## config.mk

```make
export PLATFORM = sky130hd
export DESIGN_NAME = seven_seg_scan
export DESIGN_NICKNAME = d
export VERILOG_FILES = /design/src/rtl/seven_seg_scan.sv
export SDC_FILE = /design/constraint.sdc
export NUM_CORES = 1
export LEC_CHECK = 0
export ABC_AREA = 1
export CORE_MARGIN = 10
export CORE_UTILIZATION = 65
export CTS_BUF_LIST = sky130_fd_sc_hd__clkbuf_2 sky130_fd_sc_hd__clkbuf_4 sky130_fd_sc_hd__clkbuf_8
export CTS_CLUSTER_DIAMETER = 150
export CTS_CLUSTER_SIZE = 14
export DETAILED_ROUTE_END_ITERATION = 8
export DONT_BUFFER_PORTS = 1
export GPL_TIMING_DRIVEN = 0
export PLACE_DENSITY_LB_ADDON = 0.12
export REMOVE_ABC_BUFFERS = 1
export SYNTH_ARGS = -nofsm -noshare
export SYNTH_HDL_FRONTEND = slang
export SYNTH_SLANG_ARGS = --single-unit
```

## constraint.sdc

```tcl
create_clock -name clk -period 2.92 [get_ports clk]
set_input_delay 0.292 -clock clk [delete_from_list [all_inputs] [get_ports clk]]
set_output_delay 0.292 -clock clk [all_outputs]
set_load 0.02 [all_outputs]
```

## src/rtl/seven_seg_scan.sv

```systemverilog
// Scanned driver for NUM_DIGITS common-cathode seven-segment digits that share one segment bus.
// Latency: outputs are registered one cycle after the scan index and PWM phase they reflect.
// Backpressure: none; the scan free-runs, and inputs are sampled every cycle.
//
// A prescaler sets how long each digit slot lasts. The scan index steps through the digits.
// A free-running 4-bit phase counter gates each slot for PWM dimming.
// Display-off and blanking only gate the outputs. The scan timing is never disturbed,
// so re-enabling the display resumes exactly where the scan would have been.

module seven_seg_scan #(
  parameter int NUM_DIGITS = 4,
  parameter int DIV_W      = 12
) (
  input  logic                    clk,
  input  logic                    rst,
  input  logic [5*NUM_DIGITS-1:0] values_in,
  input  logic [NUM_DIGITS-1:0]   blank_mask_in,
  input  logic                    anim_en_in,
  input  logic                    display_on_in,
  input  logic [3:0]              brightness_in,
  input  logic [DIV_W-1:0]        refresh_div_in,
  output logic [7:0]              seg_out,
  output logic [NUM_DIGITS-1:0]   dig_sel_out,
  output logic                    frame_done_out
);

  // NUM_DIGITS is limited to 2..8, so the index never needs more than 3 bits.
  localparam int IDX_W = $clog2(NUM_DIGITS);

  // Last step of the chaser. There are six outer segments: bits 0..5.
  localparam logic [2:0] STEP_LAST = 3'd5;

  // ---------------------------------------------------------------------------
  // State
  // ---------------------------------------------------------------------------
  logic [DIV_W-1:0]      prescale_q, prescale_d;
  logic [IDX_W-1:0]      idx_q,      idx_d;
  logic [3:0]            phase_q,    phase_d;
  logic [2:0]            step_q,     step_d;
  logic                  frame_done_q, frame_done_d;
  logic [7:0]            seg_q,      seg_d;
  logic [NUM_DIGITS-1:0] dig_sel_q,  dig_sel_d;

  // ---------------------------------------------------------------------------
  // Decode helpers
  // ---------------------------------------------------------------------------

  // Hex nibble to segments 6..0, in the order g f e d c b a.
  function automatic logic [6:0] hex7(input logic [3:0] v);
    logic [6:0] s;
    case (v)
      4'h0:    s = 7'b0111111;
      4'h1:    s = 7'b0000110;
      4'h2:    s = 7'b1011011;
      4'h3:    s = 7'b1001111;
      4'h4:    s = 7'b1100110;
      4'h5:    s = 7'b1101101;
      4'h6:    s = 7'b1111101;
      4'h7:    s = 7'b0000111;
      4'h8:    s = 7'b1111111;
      4'h9:    s = 7'b1101111;
      4'hA:    s = 7'b1110111;
      4'hB:    s = 7'b1111100;
      4'hC:    s = 7'b0111001;
      4'hD:    s = 7'b1011110;
      4'hE:    s = 7'b1111001;
      default: s = 7'b1110001;
    endcase
    return s;
  endfunction

  // Chaser frame: digit k lights outer segment (step + k) mod 6.
  // The largest sum is 5 + 7 = 12, so 4 bits are enough.
  function automatic logic [7:0] chase_seg(input logic [2:0] step,
                                           input logic [IDX_W-1:0] k);
    logic [3:0] s;
    s = 4'(step) + 4'(k);
    s = s % 4'd6;
    return 8'd1 << s;
  endfunction

  // ---------------------------------------------------------------------------
  // Scan timing
  // ---------------------------------------------------------------------------
  logic tick;
  logic last_idx;
  logic wrap;

  // The >= compare lets a shortened refresh_div_in take effect on the next cycle.
  assign tick     = (prescale_q >= refresh_div_in);
  assign last_idx = (idx_q == IDX_W'(NUM_DIGITS - 1));
  assign wrap     = tick && last_idx;

  // Next state for the prescaler, scan index, PWM phase and chaser step.
  always_comb begin
    prescale_d   = tick ? '0 : prescale_q + 1'b1;
    idx_d        = idx_q;
    if (tick) begin
      idx_d = last_idx ? '0 : idx_q + 1'b1;
    end
    phase_d      = phase_q + 4'd1;
    frame_done_d = wrap;

    // The step advances on the same edge as the wrap.
    // Digit 0 of the new frame therefore already shows the new step.
    // Holding the step at 0 while disabled means the chaser always restarts at step 0.
    step_d = step_q;
    if (!anim_en_in) begin
      step_d = '0;
    end else if (wrap) begin
      step_d = (step_q == STEP_LAST) ? '0 : step_q + 3'd1;
    end
  end

  // ---------------------------------------------------------------------------
  // Output selection
  // ---------------------------------------------------------------------------
  logic [4:0] cur_val;
  logic       cur_blank;
  logic       lit;

  // Select the current digit's value and blank bit with an explicit mux.
  // This keeps non-power-of-two digit counts in range.
  always_comb begin
    cur_val   = '0;
    cur_blank = 1'b0;
    for (int k = 0; k < NUM_DIGITS; k++) begin
      if (idx_q == IDX_W'(k)) begin
        cur_val   = values_in[5*k +: 5];
        cur_blank = blank_mask_in[k];
      end
    end
  end

  // Gate priority: display off, then blanking, then the PWM off-phase.
  // Each of these outputs all-zero.
  assign lit = display_on_in && !cur_blank && (phase_q <= brightness_in);

  // Registered output values for this cycle's index and phase.
  always_comb begin
    seg_d     = '0;
    dig_sel_d = '0;
    if (lit) begin
      dig_sel_d = NUM_DIGITS'(1) << idx_q;
      if (anim_en_in) begin
        seg_d = chase_seg(step_q, idx_q);
      end else begin
        seg_d = {cur_val[4], hex7(cur_val[3:0])};
      end
    end
  end

  // All state updates, with a synchronous reset that restarts the scan at digit 0.
  always_ff @(posedge clk) begin
    if (rst) begin
      prescale_q   <= '0;
      idx_q        <= '0;
      phase_q      <= '0;
      step_q       <= '0;
      frame_done_q <= 1'b0;
      seg_q        <= '0;
      dig_sel_q    <= '0;
    end else begin
      prescale_q   <= prescale_d;
      idx_q        <= idx_d;
      phase_q      <= phase_d;
      step_q       <= step_d;
      frame_done_q <= frame_done_d;
      seg_q        <= seg_d;
      dig_sel_q    <= dig_sel_d;
    end
  end

  assign seg_out        = seg_q;
  assign dig_sel_out    = dig_sel_q;
  assign frame_done_out = frame_done_q;

endmodule

```

==> results of run 1 <==
per-stage QoR:
step / instances / hold slack (ns) / area (um2)
global placement: 407 / 0.3612 / 2587
finish: 415 / 0.06381 / 2685
floorplan: 359 / 0.3587 / 2527
CTS: 415 / 0.06023 / 2683
detailed placement: 407 / 0.3643 / 2587
global route: 415 / 0.05540 / 2685
cells in the final DEF (no fill, tap or decap), types with 2 or more instances in the layout:
cell type	count
sky130_fd_sc_hd__nor2_2	14
sky130_fd_sc_hd__xnor2_1	4
sky130_fd_sc_hd__inv_2	5
sky130_fd_sc_hd__o21ai_0	5
sky130_fd_sc_hd__nand2_2	4
sky130_fd_sc_hd__xor2_1	7
sky130_fd_sc_hd__clkbuf_8	6
sky130_fd_sc_hd__o21ai_1	2
sky130_fd_sc_hd__nand2_4	3
sky130_fd_sc_hd__inv_1	50
sky130_fd_sc_hd__nand3_1	34
sky130_fd_sc_hd__nor2_1	23
sky130_fd_sc_hd__or2_2	3
sky130_fd_sc_hd__a21o_1	2
sky130_fd_sc_hd__nand2_1	86
sky130_fd_sc_hd__o21bai_1	2
sky130_fd_sc_hd__nor3_1	4
sky130_fd_sc_hd__a21oi_2	2
sky130_fd_sc_hd__a21oi_1	26
sky130_fd_sc_hd__ha_1	31
sky130_fd_sc_hd__dfxtp_1	34
sky130_fd_sc_hd__nand4_1	2
sky130_fd_sc_hd__nor2_4	3
sequential cells by signal, summed over array words and instances, names as in the netlist:
register        count
frame_done_out      1
dig_sel_out         4
phase_q             4
idx_q               2
seg_out             8
prescale_q         12
step_q              3
metal layers:
| layer | up-vias | track usage [%] |
|---|---|---|
| li1 | 1155 | - |
| met1 | 990 | 16.72 |
| met2 | 49 | 31.02 |
| met3 | 8 | 6.803 |
| met4 | 0 | 4.849 |
| met5 | - | 0 |
how the worst min path moves through the flow:
| stage | startpoint | end | slack (ns) |
|---|---|---|---|
| 3_3_place_gp | rst | phase_q[0] | 0.36 |
| 2_1_floorplan | rst | phase_q[0] | 0.36 |
| 4_1_cts | rst | phase_q[0] | 0.06 |
| 6_report | rst | phase_q[0] | 0.06 |
| 5_1_grt | rst | phase_q[1] | 0.06 |
| 3_5_place_dp | rst | phase_q[0] | 0.36 |
worst max-delay path: cells and delay by family (launching register included):
family                     cells  cell delay [ns]
AOI/OAI and AO/OA              1             0.14
adders and majority gates      2             0.69
buffers and inverters          2             0.28
DFF                            1             0.51
and+or+nand+nor                5             0.82
kinds of logic (layout without fill, tap and decap cells):
group	count (synthesis)	after routing	synth area share [%]
AOI/OAI and AO/OA	42	42	9.442
xor gates and xnor gates	11	11	3.767
adders and majority gates	33	33	16.44
buffers and inverters	62	65	9.638
DFF	34	34	26.61
and+or+nand+nor	182	182	34.10
where the power goes:
| part | internal [mW] | total (mW) | leakage [nW] | switching, mW |
|---|---|---|---|---|
| sequential | 0.475 | 0.488 | 0.276 | 0.0131 |
| combinational | 0.0465 | 0.121 | 0.973 | 0.0746 |
| clock | 0.199 | 0.357 | 0.0517 | 0.158 |
| total | 0.721 | 0.966 | 1.30 | 0.246 |
area by class of cell:
class | instances | area [um2] | area share (%)
well taps | 48 | 60.06 | 2.237
multi-input cells | 268 | 1633 | 60.81
flip-flops and latches | 34 | 680.7 | 25.35
inverters | 57 | 216.5 | 8.062
clock buffers | 7 | 90.09 | 3.355
clock inverters | 1 | 5.005 | 0.1864
==> flow_results.xml, run 1 <==
<?xml version="1.0" encoding="UTF-8"?>
<metrics>
  <group name="clock_network">
    <metric name="cts_hold_repair.buffers" unit="">0</metric>
    <metric name="clkSlewWorstSetupHoldPaths" unit="ns">0.07</metric>
    <metric name="insertion_delay" unit="ns">0.28</metric>
    <metric name="clockRootBuffer" unit="">sky130_fd_sc_hd__clkbuf_8</metric>
    <metric name="post_cts.repair.setup_buffers" unit="">0</metric>
    <metric name="number_of_sinks_on_the_clock_net" unit="">34</metric>
    <metric name="htree_num_levels" unit="">2</metric>
    <metric name="maximum_buffer_depth_of_the_clock_tree" unit="">2</metric>
    <metric name="cts_bufs_inserted" unit="">5</metric>
    <metric name="postCtsResizedCells" unit="">0</metric>
    <metric name="cts_tree" unit="">built</metric>
  </group>
  <group name="global_routing">
    <metric name="first_pass_grt_wire_length" unit="um">9032</metric>
    <metric name="grt_total_ovfl" unit="">0</metric>
    <metric name="first_global_vias" unit="">2146</metric>
    <metric name="grt_antenna_before_repair" unit="">0</metric>
    <metric name="grt_start_max_net_pins" unit="">15</metric>
    <metric name="global_route.usage.total" unit="%">16.74</metric>
  </group>
  <group name="setup_path">
    <metric name="crit_fanout" unit="">14</metric>
    <metric name="timing_worst_setup_path_type" unit="">register to register</metric>
    <metric name="timing.critical_path.cells" unit="">ha_2 -&gt; inv_1 -&gt; or2_2 -&gt; nand2_1 -&gt; inv_1 -&gt; ha_1 -&gt; nand3b_1 -&gt; nand3_1 -&gt; nand3_1 -&gt; a21oi_1</metric>
    <metric name="critPathCapture" unit="">seg_out[3]</metric>
    <metric name="critPathLaunch" unit="">idx_q[1]</metric>
    <metric name="setup.reg_to_reg.worst_slack" unit="ns">0.41</metric>
    <metric name="startpoint_type_of_the_worst_setup_path" unit="">register</metric>
    <metric name="worst_path_largest_cell_delay" unit="ns">0.51</metric>
    <metric name="worst-endpoint-required" unit="ns">3.12</metric>
    <metric name="crit_path_top_delay_cell" unit="">sky130_fd_sc_hd__dfxtp_1</metric>
    <metric name="timing.critical_path.arrival" unit="ns">2.72</metric>
    <metric name="timing.critical_path.to_type" unit="">register</metric>
    <metric name="timing.rr.end" unit="">seg_out[3]</metric>
    <metric name="worst-r2r-cell-count" unit="">10</metric>
    <metric name="reg2reg_from" unit="">idx_q[1]</metric>
  </group>
  <group name="detailed_routing">
    <metric name="detail_route.first_pass.iterations" unit="">4</metric>
    <metric name="detail_route.vias_per_cell" unit="">5.306</metric>
    <metric name="route.antenna.remaining_nets" unit="">0</metric>
    <metric name="topRoutingLayerUsed" unit="">met4</metric>
    <metric name="count_of_vias_placed_by_the_detailed_router" unit="">2202</metric>
    <metric name="wire_per_inst" unit="um">13.31</metric>
    <metric name="wl_met1" unit="um">2167</metric>
    <metric name="detailroute.wirelength.met2" unit="um">2887</metric>
    <metric name="drc_errors" unit="">0</metric>
    <metric name="routed_wl" unit="um">5525</metric>
    <metric name="dr.first_iter.drc_count" unit="">122</metric>
    <metric name="met3_length" unit="um">396</metric>
  </group>
  <group name="layout">
    <metric name="n_antenna_cell" unit="">0</metric>
    <metric name="layout_cell_share_with_drive_strength_beyond_1" unit="%">13.08</metric>
    <metric name="final_core_utilization" unit="%">71.72</metric>
    <metric name="finish.net_count" unit="">443</metric>
    <metric name="area_growth" unit="%">4.990</metric>
    <metric name="nFillCells" unit="">340</metric>
  </group>
  <group name="synth">
    <metric name="synth_async_sr_flop_share" unit="%">0</metric>
    <metric name="synth_enable_flop_cells" unit="">0</metric>
    <metric name="synth.yosys.warnings" unit="">0</metric>
    <metric name="synth-seq-cells" unit="">34</metric>
    <metric name="synth.top_cells.by_area" unit="">sky130_fd_sc_hd__dfxtp_1, sky130_fd_sc_hd__ha_1, sky130_fd_sc_hd__nand2_1</metric>
    <metric name="post_synth_most_frequent_cells" unit="">sky130_fd_sc_hd__nand2_1, sky130_fd_sc_hd__inv_1, sky130_fd_sc_hd__dfxtp_1, sky130_fd_sc_hd__nand3_1, sky130_fd_sc_hd__ha_1</metric>
    <metric name="synth.cell_area" unit="um2">2557</metric>
    <metric name="synth_area_per_cell" unit="um2">7.026</metric>
    <metric name="ys_types" unit="">37</metric>
    <metric name="post-synth-top-count-cell" unit="">sky130_fd_sc_hd__nand2_1</metric>
    <metric name="synth_cells" unit="">364</metric>
    <metric name="synth_seq_area_share" unit="%">26.61</metric>
    <metric name="synth_top_flop_cell" unit="">sky130_fd_sc_hd__dfxtp_1</metric>
    <metric name="synth_largest_type_area_fraction" unit="%">26.61</metric>
    <metric name="post-synth-top-area-cell" unit="">sky130_fd_sc_hd__dfxtp_1</metric>
  </group>
  <group name="floorplan">
    <metric name="boundaryPins" unit="">57</metric>
    <metric name="chip_height" unit="um">82.73</metric>
    <metric name="starting_density_of_the_core" unit="%">68.32</metric>
    <metric name="die_w" unit="um">82.73</metric>
    <metric name="placementRows" unit="">22</metric>
    <metric name="die_area" unit="um2">6843</metric>
    <metric name="fp.coreArea" unit="um2">3744</metric>
  </group>
  <group name="status">
    <metric name="status" unit="">complete, no violations</metric>
  </group>
  <group name="power">
    <metric name="static-leakage-power" unit="nW">1.300</metric>
    <metric name="total_power" unit="mW">0.9665</metric>
    <metric name="peakVddDrop" unit="mV">0.2952</metric>
    <metric name="powerDensity" unit="nW/um2">359.9</metric>
  </group>
  <group name="hold_path">
    <metric name="worstHoldPathCells" unit="">1</metric>
    <metric name="hold_path_class" unit="">input port to register</metric>
  </group>
  <group name="sta">
    <metric name="slew_headroom" unit="%">70.93</metric>
    <metric name="slew_viol_final" unit="">0</metric>
    <metric name="setup-tns-final" unit="ns">0</metric>
    <metric name="final_min_period_over_clock_period" unit="%">86.11</metric>
    <metric name="final-hold-violation-count" unit="">0</metric>
    <metric name="finalWorstSetupSlack" unit="ns">0.4056</metric>
    <metric name="report.final.setup_viol" unit="">0</metric>
    <metric name="worst_pin_slew" unit="ns">0.4349</metric>
    <metric name="final.setup_skew" unit="ns">0.01051</metric>
    <metric name="rsz0062_at_grt" unit="">false</metric>
    <metric name="max_clock_freq" unit="MHz">397.7</metric>
    <metric name="finalCriticalPeriod" unit="ns">2.514</metric>
  </group>
  <group name="place">
    <metric name="pre_cts_slack" unit="ns">0.2553</metric>
    <metric name="place_hpwl" unit="um">4512</metric>
    <metric name="place_congestion" unit="">0.8769</metric>
    <metric name="io_buffers" unit="">0</metric>
  </group>
  <group name="flow_run">
    <metric name="cap_viol_max_count" unit="">0</metric>
  </group>
</metrics>
Power figures use the tool's default switching activity.
==> run 2: changes to the inputs <==
--- a/config.mk
+++ b/config.mk
@@ -5,7 +5,7 @@
 export SDC_FILE = /design/constraint.sdc
 export NUM_CORES = 1
 export LEC_CHECK = 0
-export ABC_AREA = 1
+export ABC_AREA = 0
 export CORE_MARGIN = 10
 export CORE_UTILIZATION = 65
 export CTS_BUF_LIST = sky130_fd_sc_hd__clkbuf_2 sky130_fd_sc_hd__clkbuf_4 sky130_fd_sc_hd__clkbuf_8
==> constraint.sdc (replaced) <==
create_clock -name clk -period 2.9 [get_ports clk]
set_input_delay 0.29 -clock clk [delete_from_list [all_inputs] [get_ports clk]]
set_output_delay 0.29 -clock clk [all_outputs]
set_load 0.02 [all_outputs]
==> flow_results.xml, run 2 <==
<?xml version="1.0" encoding="UTF-8"?>
<metrics>
  <group name="global_routing">
    <metric name="grt_use_met3" unit="%">6.954</metric>
    <metric name="first_pass_grt_wire_length" unit="um">8114</metric>
    <metric name="grtUsageMet2" unit="%">23.65</metric>
    <metric name="first_global_vias" unit="">1777</metric>
    <metric name="global_route.usage.total" unit="%">15.38</metric>
    <metric name="grt_antenna_before_repair" unit="">0</metric>
    <metric name="grt_total_ovfl" unit="">0</metric>
    <metric name="grt_start_max_net_pins" unit="">14</metric>
    <metric name="gr-max-usage-layer" unit="">met2</metric>
    <metric name="met1_usage_grt" unit="%">18.82</metric>
  </group>
  <group name="sta">
    <metric name="finalWorstSetupSlack" unit="ns">0.1578</metric>
    <metric name="slew_headroom" unit="%">59.64</metric>
    <metric name="final_min_period_over_clock_period" unit="%">94.56</metric>
    <metric name="report.final.setup_viol" unit="">0</metric>
    <metric name="finalCriticalPeriod" unit="ns">2.742</metric>
    <metric name="final.setup_skew" unit="ns">0.006669</metric>
    <metric name="final-hold-violation-count" unit="">0</metric>
    <metric name="worst_pin_slew" unit="ns">0.6054</metric>
    <metric name="slew_viol_final" unit="">0</metric>
    <metric name="max_clock_freq" unit="MHz">364.7</metric>
    <metric name="rsz0062_at_grt" unit="">false</metric>
    <metric name="setup-tns-final" unit="ns">0</metric>
  </group>
  <group name="setup_path">
    <metric name="crit_path_top_delay_cell" unit="">sky130_fd_sc_hd__dfxtp_1</metric>
    <metric name="timing.rr.end" unit="">seg_out[0]</metric>
    <metric name="timing.critical_path.arrival" unit="ns">2.95</metric>
    <metric name="worst_path_largest_cell_delay" unit="ns">0.51</metric>
    <metric name="timing.critical_path.cells" unit="">ha_1 -&gt; nand2b_4 -&gt; o221ai_1 -&gt; inv_1 -&gt; ha_1 -&gt; or3b_1 -&gt; o221a_1 -&gt; o22ai_2</metric>
    <metric name="setup.reg_to_reg.worst_slack" unit="ns">0.16</metric>
    <metric name="crit_fanout" unit="">8</metric>
    <metric name="worst-endpoint-required" unit="ns">3.10</metric>
    <metric name="timing.critical_path.to_type" unit="">register</metric>
    <metric name="startpoint_type_of_the_worst_setup_path" unit="">register</metric>
    <metric name="critical-path-top-cell-by-count" unit="">sky130_fd_sc_hd__ha_1</metric>
    <metric name="timing_worst_setup_path_type" unit="">register to register</metric>
    <metric name="reg2reg_from" unit="">idx_q[1]</metric>
    <metric name="worst-r2r-cell-count" unit="">8</metric>
  </group>
  <group name="clock_network">
    <metric name="clockRootBuffer" unit="">sky130_fd_sc_hd__clkbuf_8</metric>
    <metric name="htree_num_levels" unit="">2</metric>
    <metric name="cts_bufs_inserted" unit="">5</metric>
    <metric name="cts_hold_repair.buffers" unit="">0</metric>
    <metric name="postCtsResizedCells" unit="">0</metric>
    <metric name="cts_tree" unit="">built</metric>
    <metric name="post_cts.repair.setup_buffers" unit="">0</metric>
    <metric name="clkSlewWorstSetupHoldPaths" unit="ns">0.07</metric>
    <metric name="number_of_sinks_on_the_clock_net" unit="">34</metric>
    <metric name="maximum_buffer_depth_of_the_clock_tree" unit="">2</metric>
    <metric name="insertion_delay" unit="ns">0.28</metric>
  </group>
  <group name="flow_run">
    <metric name="cap_viol_max_count" unit="">0</metric>
  </group>
  <group name="hold_path">
    <metric name="worst_hold_path.endpoint" unit="">idx_q[0]</metric>
    <metric name="holdCritStartpoint" unit="">rst</metric>
    <metric name="worstHoldPathCells" unit="">1</metric>
    <metric name="hold_path_class" unit="">input port to register</metric>
  </group>
  <group name="layout">
    <metric name="final_core_utilization" unit="%">69.52</metric>
    <metric name="area_growth" unit="%">4.666</metric>
    <metric name="finish.net_count" unit="">347</metric>
    <metric name="largest_register_ff_count" unit="">12</metric>
    <metric name="largest_register" unit="">prescale_q</metric>
    <metric name="layout_cell_share_with_drive_strength_beyond_1" unit="%">11.81</metric>
    <metric name="stdcell_count" unit="">319</metric>
    <metric name="n_antenna_cell" unit="">0</metric>
    <metric name="layout_commonest_cell" unit="">sky130_fd_sc_hd__dfxtp_1</metric>
    <metric name="leading_cell_types_in_the_layout_fill_and_taps_excluded" unit="">sky130_fd_sc_hd__dfxtp_1, sky130_fd_sc_hd__ha_1, sky130_fd_sc_hd__inv_1, sky130_fd_sc_hd__nor2_1, sky130_fd_sc_hd__nand2_1</metric>
  </group>
  <group name="floorplan">
    <metric name="placementRows" unit="">22</metric>
    <metric name="fp.coreArea" unit="um2">3633</metric>
    <metric name="die_w" unit="um">80.94</metric>
    <metric name="chip_height" unit="um">80.94</metric>
    <metric name="die_area" unit="um2">6550</metric>
    <metric name="starting_density_of_the_core" unit="%">66.43</metric>
    <metric name="boundaryPins" unit="">57</metric>
  </group>
  <group name="detailed_routing">
    <metric name="dr.first_iter.drc_count" unit="">65</metric>
    <metric name="drc_errors" unit="">0</metric>
    <metric name="detail_route.vias_per_cell" unit="">5.624</metric>
    <metric name="wire_per_inst" unit="um">15.11</metric>
    <metric name="detail_route.first_pass.iterations" unit="">4</metric>
    <metric name="routed_wl" unit="um">4821</metric>
    <metric name="count_of_vias_placed_by_the_detailed_router" unit="">1794</metric>
    <metric name="route.antenna.remaining_nets" unit="">0</metric>
  </group>
  <group name="synth">
    <metric name="synth_top_flop_cell" unit="">sky130_fd_sc_hd__dfxtp_1</metric>
    <metric name="synth_async_sr_flop_share" unit="%">0</metric>
    <metric name="post_synth_most_frequent_cells" unit="">sky130_fd_sc_hd__dfxtp_1, sky130_fd_sc_hd__ha_1, sky130_fd_sc_hd__inv_1</metric>
    <metric name="ys_types" unit="">54</metric>
    <metric name="synth_cells" unit="">270</metric>
    <metric name="synth.top_cells.by_area" unit="">sky130_fd_sc_hd__dfxtp_1, sky130_fd_sc_hd__ha_1, sky130_fd_sc_hd__mux2i_1</metric>
    <metric name="post-synth-top-area-cell" unit="">sky130_fd_sc_hd__dfxtp_1</metric>
    <metric name="synth_seq_area_share" unit="%">28.20</metric>
    <metric name="post-synth-top-count-cell" unit="">sky130_fd_sc_hd__dfxtp_1</metric>
    <metric name="synth_enable_flop_cells" unit="">0</metric>
    <metric name="synth_area_per_cell" unit="um2">8.939</metric>
    <metric name="synth.yosys.warnings" unit="">0</metric>
    <metric name="synth-seq-cells" unit="">34</metric>
    <metric name="synth.cell_area" unit="um2">2414</metric>
    <metric name="synth_largest_type_area_fraction" unit="%">28.20</metric>
  </group>
  <group name="place">
    <metric name="placed_cells" unit="">311</metric>
    <metric name="place_congestion" unit="">0.8164</metric>
    <metric name="pre_cts_slack" unit="ns">0.05990</metric>
    <metric name="place_hpwl" unit="um">3962</metric>
    <metric name="io_buffers" unit="">0</metric>
  </group>
  <group name="power">
    <metric name="powerDensity" unit="nW/um2">381.8</metric>
    <metric name="peakVddDrop" unit="mV">0.2299</metric>
    <metric name="total_power" unit="mW">0.9644</metric>
    <metric name="static-leakage-power" unit="nW">1.162</metric>
  </group>
  <group name="status">
    <metric name="status" unit="">complete, no violations</metric>
  </group>
</metrics>
-- run 2: cell types whose count changed in the layout (fill, tap and decap cells not counted), moves of 6 or more --
cell	delta
sky130_fd_sc_hd__nand3b_1	+7
sky130_fd_sc_hd__nand3_1	-27
sky130_fd_sc_hd__a21oi_1	-15
sky130_fd_sc_hd__and3_1	+8
sky130_fd_sc_hd__nor2_2	-14
sky130_fd_sc_hd__o22ai_1	+6
sky130_fd_sc_hd__mux2i_1	+10
sky130_fd_sc_hd__nand2_1	-63
sky130_fd_sc_hd__inv_1	-22
-- run 2: layout make-up --
type                            count  area, um2
Clock buffer                        7      90.09
Fill cell                         328       1107
Tap cell                           48      60.06
Clock inverter                      1      5.005
Sequential cell                    34      681.9
Inverter                           28      105.1
Multi-Input combinational cell    201       1584
-- run 2: kinds of logic (layout without fill, tap and decap cells) --
logic type | count (synthesis) | after routing | share of synthesized area, %
simple gates | 93 | 93 | 20.01
xor+xnor | 14 | 14 | 5.080
fa+ha+maj | 33 | 33 | 17.42
buf+inv | 35 | 36 | 6.998
mux | 13 | 13 | 5.651
flops | 34 | 34 | 28.20
compound gates | 48 | 48 | 16.64
-- run 2: power breakdown --
part / switching, mW / leakage, nW / internal (mW)
Combinational: 0.0575 / 0.834 / 0.0507
Clock: 0.163 / 0.0517 / 0.201
Sequential: 0.0140 / 0.276 / 0.478
Total: 0.235 / 1.16 / 0.730
-- run 2: worst max path at each step --
stage              from         end  slack, ns  cells after the start
2_1_floorplan  idx_q[0]  seg_out[2]       0.39                     11
3_3_place_gp   idx_q[1]  seg_out[3]       0.02                      9
3_5_place_dp   idx_q[1]  seg_out[3]       0.06                      9
4_1_cts        idx_q[1]  seg_out[3]       0.04                      9
5_1_grt        idx_q[1]  seg_out[0]      0.004                      8
6_report       idx_q[1]  seg_out[0]       0.16                      8
-- run 2: routing by layer --
layer	wire, um	vias up	share of wire, %
met2	2156	53	45
met3	413	4	8.6
met4	60	0	1.2
li1	-	934	-
met1	2191	803	45
met5	0	-	0
-- run 2: critical path: cells and delay by family, from the launching register on --
family / cells / cell delay [ns]
adder cells (fa/ha/maj): 2 / 0.73
AO/OA/AOI/OAI: 3 / 0.76
buffers and inverters: 1 / 0.18
AND/OR/NAND/NOR: 2 / 0.49
flip-flops: 1 / 0.51
-- run 2: stage by stage --
stage / hold slack, ns / area, um2
3_3_place_gp: 0.3588 / 2410
3_5_place_dp: 0.3601 / 2410
6_report: 0.06165 / 2526
4_1_cts: 0.06087 / 2505
2_1_floorplan: 0.3567 / 2350
5_1_grt: 0.04685 / 2526
==> run 3: changes to the inputs <==
--- a/config.mk
+++ b/config.mk
@@ -7,7 +7,7 @@
 export LEC_CHECK = 0
 export ABC_AREA = 0
 export CORE_MARGIN = 10
-export CORE_UTILIZATION = 65
+export CORE_UTILIZATION = 50
 export CTS_BUF_LIST = sky130_fd_sc_hd__clkbuf_2 sky130_fd_sc_hd__clkbuf_4 sky130_fd_sc_hd__clkbuf_8
 export CTS_CLUSTER_DIAMETER = 150
 export CTS_CLUSTER_SIZE = 14
==> constraint.sdc (replaced) <==
create_clock -name clk -period 2.6 [get_ports clk]
set_input_delay 0.26 -clock clk [delete_from_list [all_inputs] [get_ports clk]]
set_output_delay 0.26 -clock clk [all_outputs]
set_load 0.02 [all_outputs]
==> flow_results.xml, run 3 (synthesized netlist as in run 2, its figures left out) <==
<?xml version="1.0" encoding="UTF-8"?>
<metrics>
  <group name="sta">
    <metric name="final_min_period_over_clock_period" unit="%">97.22</metric>
    <metric name="max_clock_freq" unit="MHz">395.6</metric>
    <metric name="worst_pin_slew" unit="ns">0.6078</metric>
    <metric name="final-hold-violation-count" unit="">0</metric>
    <metric name="slew_viol_final" unit="">0</metric>
    <metric name="final.setup_skew" unit="ns">0.003375</metric>
    <metric name="slew_headroom" unit="%">59.35</metric>
    <metric name="hold_ws" unit="ns">0.02868</metric>
    <metric name="finalWorstSetupSlack" unit="ns">0.07230</metric>
    <metric name="report.final.setup_viol" unit="">0</metric>
    <metric name="finalCriticalPeriod" unit="ns">2.528</metric>
  </group>
  <group name="clock_network">
    <metric name="htree_num_levels" unit="">2</metric>
    <metric name="clkSlewWorstSetupHoldPaths" unit="ns">0.07</metric>
    <metric name="cts_bufs_inserted" unit="">5</metric>
    <metric name="clockRootBuffer" unit="">sky130_fd_sc_hd__clkbuf_8</metric>
    <metric name="cts_tree" unit="">built</metric>
    <metric name="cts_hold_repair.buffers" unit="">0</metric>
    <metric name="insertion_delay" unit="ns">0.28</metric>
    <metric name="number_of_sinks_on_the_clock_net" unit="">34</metric>
    <metric name="maximum_buffer_depth_of_the_clock_tree" unit="">2</metric>
  </group>
  <group name="detailed_routing">
    <metric name="detail_route.vias_per_cell" unit="">5.529</metric>
    <metric name="detail_route.first_pass.iterations" unit="">4</metric>
    <metric name="dr.first_iter.drc_count" unit="">93</metric>
    <metric name="drc_errors" unit="">0</metric>
    <metric name="count_of_vias_placed_by_the_detailed_router" unit="">1819</metric>
    <metric name="route.antenna.remaining_nets" unit="">0</metric>
    <metric name="wire_per_inst" unit="um">15.26</metric>
    <metric name="routed_wl" unit="um">5021</metric>
  </group>
  <group name="layout">
    <metric name="stdcell_count" unit="">329</metric>
    <metric name="post-route-cell-area" unit="um2">2654</metric>
    <metric name="finish.net_count" unit="">351</metric>
    <metric name="leading_cell_types_in_the_layout_fill_and_taps_excluded" unit="">sky130_fd_sc_hd__dfxtp_1, sky130_fd_sc_hd__inv_1, sky130_fd_sc_hd__ha_1, sky130_fd_sc_hd__nor2_1, sky130_fd_sc_hd__nand2_1</metric>
    <metric name="layout_commonest_cell" unit="">sky130_fd_sc_hd__dfxtp_1</metric>
    <metric name="area_growth" unit="%">9.954</metric>
    <metric name="largest_register" unit="">prescale_q</metric>
    <metric name="final_core_utilization" unit="%">56.56</metric>
    <metric name="largest_register_ff_count" unit="">12</metric>
    <metric name="layout_cell_share_with_drive_strength_beyond_1" unit="%">16.36</metric>
    <metric name="n_antenna_cell" unit="">0</metric>
    <metric name="nFillCells" unit="">438</metric>
    <metric name="multiInputGateArea" unit="um2">1668</metric>
    <metric name="final-seq-area" unit="um2">688.2</metric>
  </group>
  <group name="hold_path">
    <metric name="hold_path_class" unit="">input port to register</metric>
  </group>
  <group name="flow_run">
    <metric name="cap_viol_max_count" unit="">0</metric>
  </group>
  <group name="place">
    <metric name="placed_cells" unit="">317</metric>
    <metric name="place_hpwl" unit="um">3833</metric>
    <metric name="dpl_cell_area" unit="um2">2417</metric>
    <metric name="io_buffers" unit="">0</metric>
    <metric name="pre_cts_slack" unit="ns">-0.2364</metric>
    <metric name="place_congestion" unit="">0.8210</metric>
  </group>
  <group name="setup_path">
    <metric name="timing.critical_path.to_type" unit="">register</metric>
    <metric name="timing_worst_setup_path_type" unit="">register to register</metric>
    <metric name="crit_fanout" unit="">7</metric>
    <metric name="startpoint_type_of_the_worst_setup_path" unit="">register</metric>
    <metric name="timing.critical_path.arrival" unit="ns">2.74</metric>
    <metric name="worst-endpoint-required" unit="ns">2.81</metric>
  </group>
  <group name="floorplan">
    <metric name="placementRows" unit="">25</metric>
    <metric name="die_area" unit="um2">8006</metric>
    <metric name="chip_height" unit="um">89.48</metric>
    <metric name="starting_density_of_the_core" unit="%">51.44</metric>
    <metric name="boundaryPins" unit="">57</metric>
    <metric name="die_w" unit="um">89.48</metric>
    <metric name="fp.coreArea" unit="um2">4692</metric>
  </group>
  <group name="global_routing">
    <metric name="first_global_vias" unit="">1799</metric>
    <metric name="grt_start_max_net_pins" unit="">14</metric>
    <metric name="grt_total_ovfl" unit="">0</metric>
    <metric name="global_route.usage.total" unit="%">12.67</metric>
    <metric name="first_pass_grt_wire_length" unit="um">8190</metric>
    <metric name="grt_antenna_before_repair" unit="">0</metric>
  </group>
  <group name="power">
    <metric name="powerDensity" unit="nW/um2">407.4</metric>
    <metric name="peakVddDrop" unit="mV">0.2148</metric>
    <metric name="static-leakage-power" unit="nW">1.183</metric>
  </group>
  <group name="status">
    <metric name="status" unit="">complete, no violations</metric>
  </group>
</metrics>
run 3: cell types whose count changed in the layout (fill, tap and decap cells not counted), sizes merged:
cell / before / now
buf: 0 / 4
clkbuf: 7 / 6
clkinvlp: 0 / 1
run 3: final cells by class:
class / instances / share of cell area, %
tap: 54 / 2.546
clock buffer: 6 / 3.112
timing repair buffer: 4 / 1.132
clock inverter: 2 / 0.4715
inverter: 28 / 3.960
multi-input combinational: 201 / 62.85
sequential: 34 / 25.93
run 3: path summary, 6_finish.rpt:
check | start | to | slack (ns) | cells after the start
setup / recovery | idx_q[0] | seg_out[0] | 0.07 | 11
hold / removal | rst | idx_q[0] | 0.03 | 1
setup reg to reg | idx_q[0] | seg_out[0] | 0.07 | 11
hold reg to reg | phase_q[0] | phase_q[0] | 0.47 | 1
run 3: timing repair:
item | CTS | global route
pin swaps | 2 | 3
buffers inserted | 3 | 1
gates resized for setup | 8 | 15
hold endpoints to repair | 0 | 0
endpoints found under the setup margin | 6 | 5
run 3: worst max-delay path, stage by stage, from the launching register on:
cell and delay [ns]:
sky130_fd_sc_hd__dfxtp_4 0.39, sky130_fd_sc_hd__ha_4 0.19, sky130_fd_sc_hd__fa_2 0.37, sky130_fd_sc_hd__inv_1 0.09, sky130_fd_sc_hd__nand2_1 0.07, sky130_fd_sc_hd__mux2i_2 0.19
sky130_fd_sc_hd__ha_1 0.28, sky130_fd_sc_hd__nand3b_1 0.23, sky130_fd_sc_hd__a21oi_2 0.17, sky130_fd_sc_hd__a311oi_2 0.07, sky130_fd_sc_hd__or2_4 0.28, sky130_fd_sc_hd__o22ai_2 0.13
run 3: per-stage QoR:
step,power (mW),TNS [ns]
2_1_floorplan,0.6595,0
3_3_place_gp,0.6790,-0.7328
3_5_place_dp,0.6812,-0.9382
4_1_cts,1.092,0
5_1_grt,1.141,-0.1199
6_report,1.081,0
run 3: metal layers:
metal  track usage [%]  vias to the layer above  share of wire (%)  wire (um)
li1                  -                      944                  -          -
met1             15.89                      805                 46       2302
met2             18.09                       59                 42       2099
met3             7.110                       11                 11        561
met4             3.468                        0                1.1         57
met5                 0                        -                  0          0
run 3: where the power goes:
| group | switching [mW] | total, mW | internal (mW) |
|---|---|---|---|
| clock | 0.199 | 0.412 | 0.213 |
| combinational | 0.0641 | 0.122 | 0.0579 |
| sequential | 0.0160 | 0.547 | 0.531 |
| total | 0.279 | 1.08 | 0.802 |
